## config.mk

```make
export PLATFORM = sky130hd
export DESIGN_NAME = router_pkt_tx
export DESIGN_NICKNAME = d
export VERILOG_FILES = /design/src/rtl/router_pkt_tx.sv
export SDC_FILE = /design/constraint.sdc
export NUM_CORES = 1
export LEC_CHECK = 0
export ABC_AREA = 1
export CORE_MARGIN = 4
export CORE_UTILIZATION = 50
export CTS_BUF_LIST = sky130_fd_sc_hd__clkbuf_4 sky130_fd_sc_hd__clkbuf_8
export DETAILED_ROUTE_END_ITERATION = 10
export GPL_TIMING_DRIVEN = 0
export PLACE_DENSITY = 0.74
export SLEW_MARGIN = 10
export SYNTH_ARGS = -nofsm -noshare
export SYNTH_HDL_FRONTEND = slang
export SYNTH_SLANG_ARGS = --single-unit
```

## constraint.sdc

```tcl
create_clock -name clk -period 5.9 [get_ports clk]
set_clock_uncertainty 0.15 [all_clocks]
set_input_delay 1.77 -clock clk [delete_from_list [all_inputs] [get_ports clk]]
set_output_delay 1.77 -clock clk [all_outputs]
set_load 0.01 [all_outputs]
```

## src/rtl/router_pkt_tx.sv

```systemverilog
// router_pkt_tx: buffers one packet payload from an upstream byte stream, then
// sends header {len,dest}, the payload bytes and a trailing parity byte to the
// router, honouring the router's busy back-pressure.
// Optional feature: define PKT_TX_ERR_INJ_EN to let inj_err (sampled with
// start) invert the transmitted parity byte of that packet.
module router_pkt_tx (
    input  logic       clk,
    input  logic       rst,
    input  logic       start,
    input  logic [1:0] dest,
    input  logic [5:0] len,
    input  logic [7:0] pl_data,
    input  logic       pl_valid,
    output logic       pl_ready,
    input  logic       busy,
    output logic       pkt_valid,
    output logic [7:0] data_out,
    output logic       ready,
    output logic       done,
    output logic       req_err,
    input  logic       inj_err
);

    typedef enum logic [2:0] {
        IDLE    = 3'd0,
        LOAD    = 3'd1,
        HEADER  = 3'd2,
        PAYLOAD = 3'd3,
        PARITY  = 3'd4,
        DONE    = 3'd5
    } state_t;

    // Fold one byte into the running parity accumulator.
    function automatic logic [7:0] parity_acc(input logic [7:0] acc, input logic [7:0] data);
        return acc ^ data;
    endfunction

    // Parity byte as transmitted, optionally inverted for fault injection.
    function automatic logic [7:0] parity_out(input logic [7:0] par, input logic inj);
        return inj ? (par ^ 8'hFF) : par;
    endfunction

    state_t      state_r;
    logic [1:0]  dest_r;
    logic [5:0]  len_r;
    logic [5:0]  idx_r;
    logic [7:0]  parity_r;
    logic        ready_r;
    logic        pl_ready_r;
    logic        pkt_valid_r;
    logic [7:0]  data_out_r;
    logic        done_r;
    logic        req_err_r;
    logic [7:0]  buf_r [0:63];
    logic        inj_sel_s;
    logic        load_fire_s;

    assign load_fire_s = pl_ready_r & pl_valid;

`ifdef PKT_TX_ERR_INJ_EN
    logic inj_r;

    // Capture the per-packet parity corruption request when a start is accepted.
    always_ff @(posedge clk or posedge rst) begin
        if (rst) begin
            inj_r <= 1'b0;
        end else if (ready_r && start && (len != 6'd0) && (dest != 2'b11)) begin
            inj_r <= inj_err;
        end
    end

    assign inj_sel_s = inj_r;
`else
    logic inj_unused_s;

    assign inj_unused_s = inj_err;
    assign inj_sel_s    = 1'b0;
`endif

    // Payload buffer; contents are don't-care after reset, so it has none.
    always_ff @(posedge clk) begin
        if (load_fire_s) begin
            buf_r[idx_r] <= pl_data;
        end
    end

    // Packet sequencer with all handshake outputs registered.
    always_ff @(posedge clk or posedge rst) begin
        if (rst) begin
            state_r     <= IDLE;
            dest_r      <= 2'b00;
            len_r       <= 6'd0;
            idx_r       <= 6'd0;
            parity_r    <= 8'h00;
            ready_r     <= 1'b1;
            pl_ready_r  <= 1'b0;
            pkt_valid_r <= 1'b0;
            data_out_r  <= 8'h00;
            done_r      <= 1'b0;
            req_err_r   <= 1'b0;
        end else begin
            done_r    <= 1'b0;
            req_err_r <= 1'b0;
            case (state_r)
                IDLE: begin
                    if (start) begin
                        if ((len == 6'd0) || (dest == 2'b11)) begin
                            req_err_r <= 1'b1;
                        end else begin
                            dest_r     <= dest;
                            len_r      <= len;
                            idx_r      <= 6'd0;
                            parity_r   <= {len, dest};
                            ready_r    <= 1'b0;
                            pl_ready_r <= 1'b1;
                            state_r    <= LOAD;
                        end
                    end
                end
                LOAD: begin
                    if (pl_valid) begin
                        parity_r <= parity_acc(parity_r, pl_data);
                        if (idx_r == (len_r - 6'd1)) begin
                            idx_r       <= 6'd0;
                            pl_ready_r  <= 1'b0;
                            pkt_valid_r <= 1'b1;
                            data_out_r  <= {len_r, dest_r};
                            state_r     <= HEADER;
                        end else begin
                            idx_r <= idx_r + 6'd1;
                        end
                    end
                end
                HEADER: begin
                    if (!busy) begin
                        idx_r      <= 6'd0;
                        data_out_r <= buf_r[6'd0];
                        state_r    <= PAYLOAD;
                    end
                end
                PAYLOAD: begin
                    if (!busy) begin
                        if (idx_r == (len_r - 6'd1)) begin
                            idx_r       <= 6'd0;
                            pkt_valid_r <= 1'b0;
                            data_out_r  <= parity_out(parity_r, inj_sel_s);
                            state_r     <= PARITY;
                        end else begin
                            idx_r      <= idx_r + 6'd1;
                            data_out_r <= buf_r[idx_r + 6'd1];
                        end
                    end
                end
                PARITY: begin
                    if (!busy) begin
                        data_out_r <= 8'h00;
                        done_r     <= 1'b1;
                        state_r    <= DONE;
                    end
                end
                DONE: begin
                    ready_r <= 1'b1;
                    state_r <= IDLE;
                end
                default: begin
                    idx_r       <= 6'd0;
                    ready_r     <= 1'b1;
                    pl_ready_r  <= 1'b0;
                    pkt_valid_r <= 1'b0;
                    data_out_r  <= 8'h00;
                    state_r     <= IDLE;
                end
            endcase
        end
    end

    assign ready     = ready_r;
    assign pl_ready  = pl_ready_r;
    assign pkt_valid = pkt_valid_r;
    assign data_out  = data_out_r;
    assign done      = done_r;
    assign req_err   = req_err_r;

endmodule

```

==> results of run 1 <==
[per-layer routing]
layer | vias to the layer above | GRT usage [%]
met2 | 1129 | 42.2
met3 | 185 | 7.81
li1 | 7586 | -
met5 | - | 0
met1 | 8227 | 37.2
met4 | 0 | 11.8
[worst min path at each step]
stage,from,end,slack (ns),cells past startpoint
floorplan,ready$_DFFE_PP1P_,ready$_DFFE_PP1P_,0.33,2
global placement,data_out[1]$_DFFE_PP0P_,data_out[1]$_DFFE_PP0P_,0.32,2
detailed placement,data_out[6]$_DFFE_PP0P_,data_out[6]$_DFFE_PP0P_,0.32,2
CTS,data_out[6]$_DFFE_PP0P_,data_out[6]$_DFFE_PP0P_,0.34,2
global route,ready$_DFFE_PP1P_,ready$_DFFE_PP1P_,0.36,2
finish,data_out[1]$_DFFE_PP0P_,data_out[1]$_DFFE_PP0P_,0.33,2
[cell usage in the layout, fill, tap and decap left out, types with 16 or more instances in the layout]
master / count
nand2_1: 640
o21ai_0: 32
clkbuf_1: 28
clkbuf_4: 27
clkbuf_8: 87
clkinv_2: 16
nor2_1: 99
dfrtp_1: 37
buf_2: 72
edfxtp_1: 512
clkinv_1: 18
clkdlybuf4s50_1: 25
nand3_1: 496
inv_1: 74
[registers in the layout, indices dropped and copies added, names as in the netlist]
register,flops
buf_r,512
data_out,8
dest_r,2
done,1
idx_r,6
len_r,6
parity_r,8
pkt_valid,1
pl_ready,1
ready,1
req_err,1
state_r,3
[logic make-up (layout without fill, tap and decap cells)]
logic type / Yosys count / in the layout / share of synthesized area, %
compound gates: 66 / 66 / 1.65
xor+xnor: 7 / 7 / 0.468
buf+inv: 206 / 398 / 3.80
simple gates: 1264 / 1264 / 23.7
fa+ha+maj: 4 / 4 / 0.215
flops: 550 / 550 / 70.1
[metrics by stage]
step           power (uW)  instances  hold WS (ns)
3_3_place_gp         9000       2730         0.320
4_1_cts             12200       2889         0.337
3_5_place_dp         9090       2733         0.319
6_report            12400       2889         0.330
5_1_grt             12900       2889         0.359
2_1_floorplan        7300       2097         0.332
[power breakdown]
part           total, uW  switching [uW]  internal, uW
logic               4720            3460          1260
registers           4460            80.9          4380
clock network       3200            1510          1690
total              12400            5050          7330
[worst min-delay path, cell delays in order (launching register included)]
cell and delay [ns]:
dfrtp_1 0.34, nand2_1 0.05, nand2_1 0.06
[cell type report]
class | count | area, sq um | area share [%]
timing repair buffer | 36 | 378 | 1.45
clock inverter | 42 | 298 | 1.14
buffer | 116 | 544 | 2.09
tap | 600 | 751 | 2.88
sequential | 550 | 16300 | 62.5
inverter | 90 | 340 | 1.30
clock buffer | 114 | 1400 | 5.36
multi-input combinational | 1341 | 6060 | 23.2
==> flow_summary.ini, run 1 <==
[floorplanning]
core_sq_um = 45700
die_area_sq_um = 50100
die_w_microns = 224
start_util_pct = 51.0
ios = 35
num_rows = 78
dieHeight_microns = 224

[synth]
synth_area_leader_cell = edfxtp_1
yosysMostFrequentCell = nand2_1
synth.net_count = 2123
synthArstFlopShare_pct = 6.91
syn_inst = 2097
synth_top_area_share_pct = 66.1
synthTopCellsByArea = edfxtp_1 (66%), nand3_1 (11%), nand2_1 (10%)
synthesis.area_sq_um = 23300
ys_warn_count = 0
avgSynthCellArea_sq_um = 11.1
synthTopCellsByCount = nand2_1 (640), edfxtp_1 (512), nand3_1 (496)
synth_seq_cells = 550
synth_flop_cell = edfxtp_1
yosysSeqAreaShare_pct = 70.1
synth_edf_count = 512
ys_types = 41

[setup_path]
crit_type = in2reg
cp_cell_sequence = clkdlybuf4s50_1, nand2_1, nor2_1, nand2_1, nor2_1
r2r-end = data_out[4]$_DFFE_PP0P_
critical_path_depth = 5
critPathCapture = buf_r[10][1]$_DFFE_PP_
worstSetupStartpointType = primary input
max_stage_delay_ns = 0.95
cp_num_buf_inv = 1
startpoint = pl_valid
critPathRequiredTime_ns = 6.04
end_kind = flop
path_delay_family = simple AND/OR/NAND/NOR gates
cpMaxStageDelayCell = nor2_1
r2r_start = idx_r[1]$_DFFE_PP0P_
rrSetupSlack_ns = 2.28
crit_path_max_fanout = 8
arrival_ns = 4.01
r2r_cells = 15

[outcome]
status = complete, no violations

[timing]
drv_slew = 0
final_hold_viol_count = 0
tns_ns = 0
setup_viol = 0
tightest_slew_ns = 1.06
setup_ws_ns = 2.04
period_share_pct = 65.5
relSlewSlack_pct = 28.7
fmax_ghz = 0.259
period_needed_ns = 3.86
rsz0062_at_grt = no

[clock_tree]
tritoncts = built
cts_max_path_buffers = 3
clkTransAtPathRegs_ns = 0.06
holdBufCountCts = 0
clk_latency_ns = 0.70
cts_buffers = 85
post_cts_resized = 0
ctsHtreeMaxLevel = 3
cts_setup_buffers = 0
clock_sinks = 550
clock-root-buffer = clkbuf_8

[global_route]
track_usage_pct = 27.5
antenna_found_initial = 0
grt_max_degree = 67
overflow = 0
grt_pass1_vias = 16300
grt_pass1_wl_mm = 102

[detailed_routing]
final_antenna_net_count = 0
wl_met3_mm = 8.41
num_vias = 17100
drc = 0
met1_length_mm = 26.6
totalWireLength_mm = 69.4
first_iter_violations = 2540
wl_per_cell_microns = 24.0
viasPerCell = 5.93
route.met2.wl_mm = 31.5
dr.pass1.iters = 6
top_layer = met4

[place]
gp_congestion = 1.04
hpwlAfterDp_mm = 46.7
placed_area_sq_um = 24400
place_ws_ns = 1.48
port_buffers = 33

[cells_and_area]
finalInstanceArea_sq_um = 26100
drive_above_1_share_pct = 11.4
syn2layout_area_growth_pct = 12.1
n_antenna_cell = 0
final_nets = 2246
final_util_pct = 57.1
n_fill_cell = 3752

[pwr]
power.density_nw_per_um2 = 474
p_leak_uw = 0.00972
vdd_ir_drop_max_uv = 345

[worst_hold_path]
hold_class = reg2reg

[job]
cap_viol_max_count = 0
No activity file was read; power rests on OpenSTA's default activity.
==> run 2: changes to the inputs <==
- clock period: 5.9 -> 3.9 ns (I/O delays scaled with it)
==> flow_summary.ini, run 2 (synthesis gave the netlist of run 1 again) <==
[cells_and_area]
ff_latch_area_sq_um = 16300
final_nets = 2246
max_flop_register = buf_r
mostFrequentLayoutCell = nand2_1
final_cell_mix = nand2_1 (640), edfxtp_1 (512), nand3_1 (496)
syn2layout_area_growth_pct = 12.2
n_fill_cell = 3751
drive_above_1_share_pct = 11.4
largest_reg_flops = 512
multiInputGateArea_sq_um = 6060

[floorplanning]
die_area_sq_um = 50100
start_util_pct = 51.0
dieHeight_microns = 224
die_w_microns = 224
ios = 35
num_rows = 78
core_sq_um = 45700

[timing]
relSlewSlack_pct = 29.0
setup_viol = 0
tightest_slew_ns = 1.06
period_needed_ns = 3.65
rsz0062_at_grt = no
tns_ns = 0
final_hold_viol_count = 0
period_share_pct = 93.7
drv_slew = 0
fmax_ghz = 0.274

[setup_path]
crit_type = reg2reg
arrival_ns = 4.04
critPathRequiredTime_ns = 4.29
worstSetupStartpointType = flop
end_kind = flop
crit_path_max_fanout = 10

[clock_tree]
cts_max_path_buffers = 3
cts_setup_buffers = 0
ctsHtreeMaxLevel = 3
clock-root-buffer = clkbuf_8
clock_sinks = 550
clkTransAtPathRegs_ns = 0.05
cts_buffers = 85
clk_latency_ns = 0.70
holdBufCountCts = 0
tritoncts = built
post_cts_resized = 0

[detailed_routing]
drc = 0
num_vias = 17200
dr.pass1.iters = 6
wl_per_cell_microns = 24.0
totalWireLength_mm = 69.3
final_antenna_net_count = 0
viasPerCell = 5.94
first_iter_violations = 2700

[pwr]
vdd_ir_drop_max_uv = 521
swShare_pct = 40.9
pwr-share-comb_pct = 38.2
power.density_nw_per_um2 = 718
p_leak_uw = 0.00972
internal-power_uw = 11100
seq_power_share_pct = 36.0
p_clk_share_pct = 25.8
power.total_uw = 18700
p_sw_uw = 7660

[global_route]
track_usage_pct = 27.5
antenna_found_initial = 0
grt_pass1_wl_mm = 102
overflow = 0
grt_max_degree = 67
grt_pass1_vias = 16300

[place]
hpwlAfterDp_mm = 46.7
port_buffers = 33
gp_congestion = 1.04

[job]
cap_viol_max_count = 0

[outcome]
status = complete, no violations

[worst_hold_path]
hold_class = reg2reg
==> run 2: power groups by stage <==
stage / clock, uW / combinational (uW) / sequential [uW]
2_1_floorplan: 0 / 4190 / 6850
3_3_place_gp: 0 / 6750 / 6870
3_5_place_dp: 0 / 6890 / 6860
4_1_cts: 4860 / 6910 / 6740
5_1_grt: 5160 / 7620 / 6760
6_report: 4840 / 7160 / 6750
==> run 2: worst max-delay path, cell delays in order (launching register included) <==
cell      delay (ns)
dfrtp_1         0.47
ha_1            0.31
buf_2           0.36
buf_2           0.38
clkbuf_1        0.59
nand3_1         0.23
nand3_1         0.12
nand3_1         0.18
nand3_1         0.23
nand3_1         0.10
nand2_1         0.09
nand2_1         0.06
nand2_1         0.05
nand2_1         0.05
nand2_1         0.06
nand2_1         0.06
==> run 2: through the flow <==
step / setup slack (ns) / hold slack [ns] / instance area, sq um / util (%) / instances
finish: 0.245 / 0.331 / 26100 / 57.2 / 2890
global route: 0.177 / 0.359 / 26100 / 57.1 / 2889
CTS: 0.383 / 0.337 / 26100 / 57.1 / 2889
detailed placement: 0.0802 / 0.319 / 24400 / 53.4 / 2733
global placement: -0.494 / 0.320 / 24400 / 53.3 / 2730
floorplan: 1.41 / 0.332 / 23300 / - / 2097
==> run 2: area by class of cell <==
| class | count | area share [%] |
|---|---|---|
| clock buffer | 114 | 5.36 |
| sequential | 550 | 62.5 |
| antenna | 1 | 0.00959 |
| tap | 600 | 2.88 |
| buffer | 116 | 2.08 |
| multi-input combinational | 1341 | 23.2 |
| clock inverter | 42 | 1.14 |
| inverter | 90 | 1.30 |
| timing repair buffer | 36 | 1.45 |
==> run 2: per-layer routing <==
layer,routed length [microns],global-route usage [%]
met5,36,0
met4,3090,11.9
met3,8450,7.65
met2,31200,42.3
met1,26500,37.1
==> run 2: path summary, 6_finish.rpt <==
kind / from / to / slack (ns) / cells past startpoint
max: idx_r[1]$_DFFE_PP0P_ / data_out[3]$_DFFE_PP0P_ / 0.25 / 15
min: data_out[1]$_DFFE_PP0P_ / data_out[1]$_DFFE_PP0P_ / 0.33 / 2
max reg2reg: idx_r[1]$_DFFE_PP0P_ / data_out[3]$_DFFE_PP0P_ / 0.25 / 15
min reg2reg: data_out[1]$_DFFE_PP0P_ / data_out[1]$_DFFE_PP0P_ / 0.33 / 2
max in group asynchronous: rst / idx_r[2]$_DFFE_PP0P_ / 2.19 / 2
min in group asynchronous: rst / data_out[2]$_DFFE_PP0P_ / 0.87 / 2
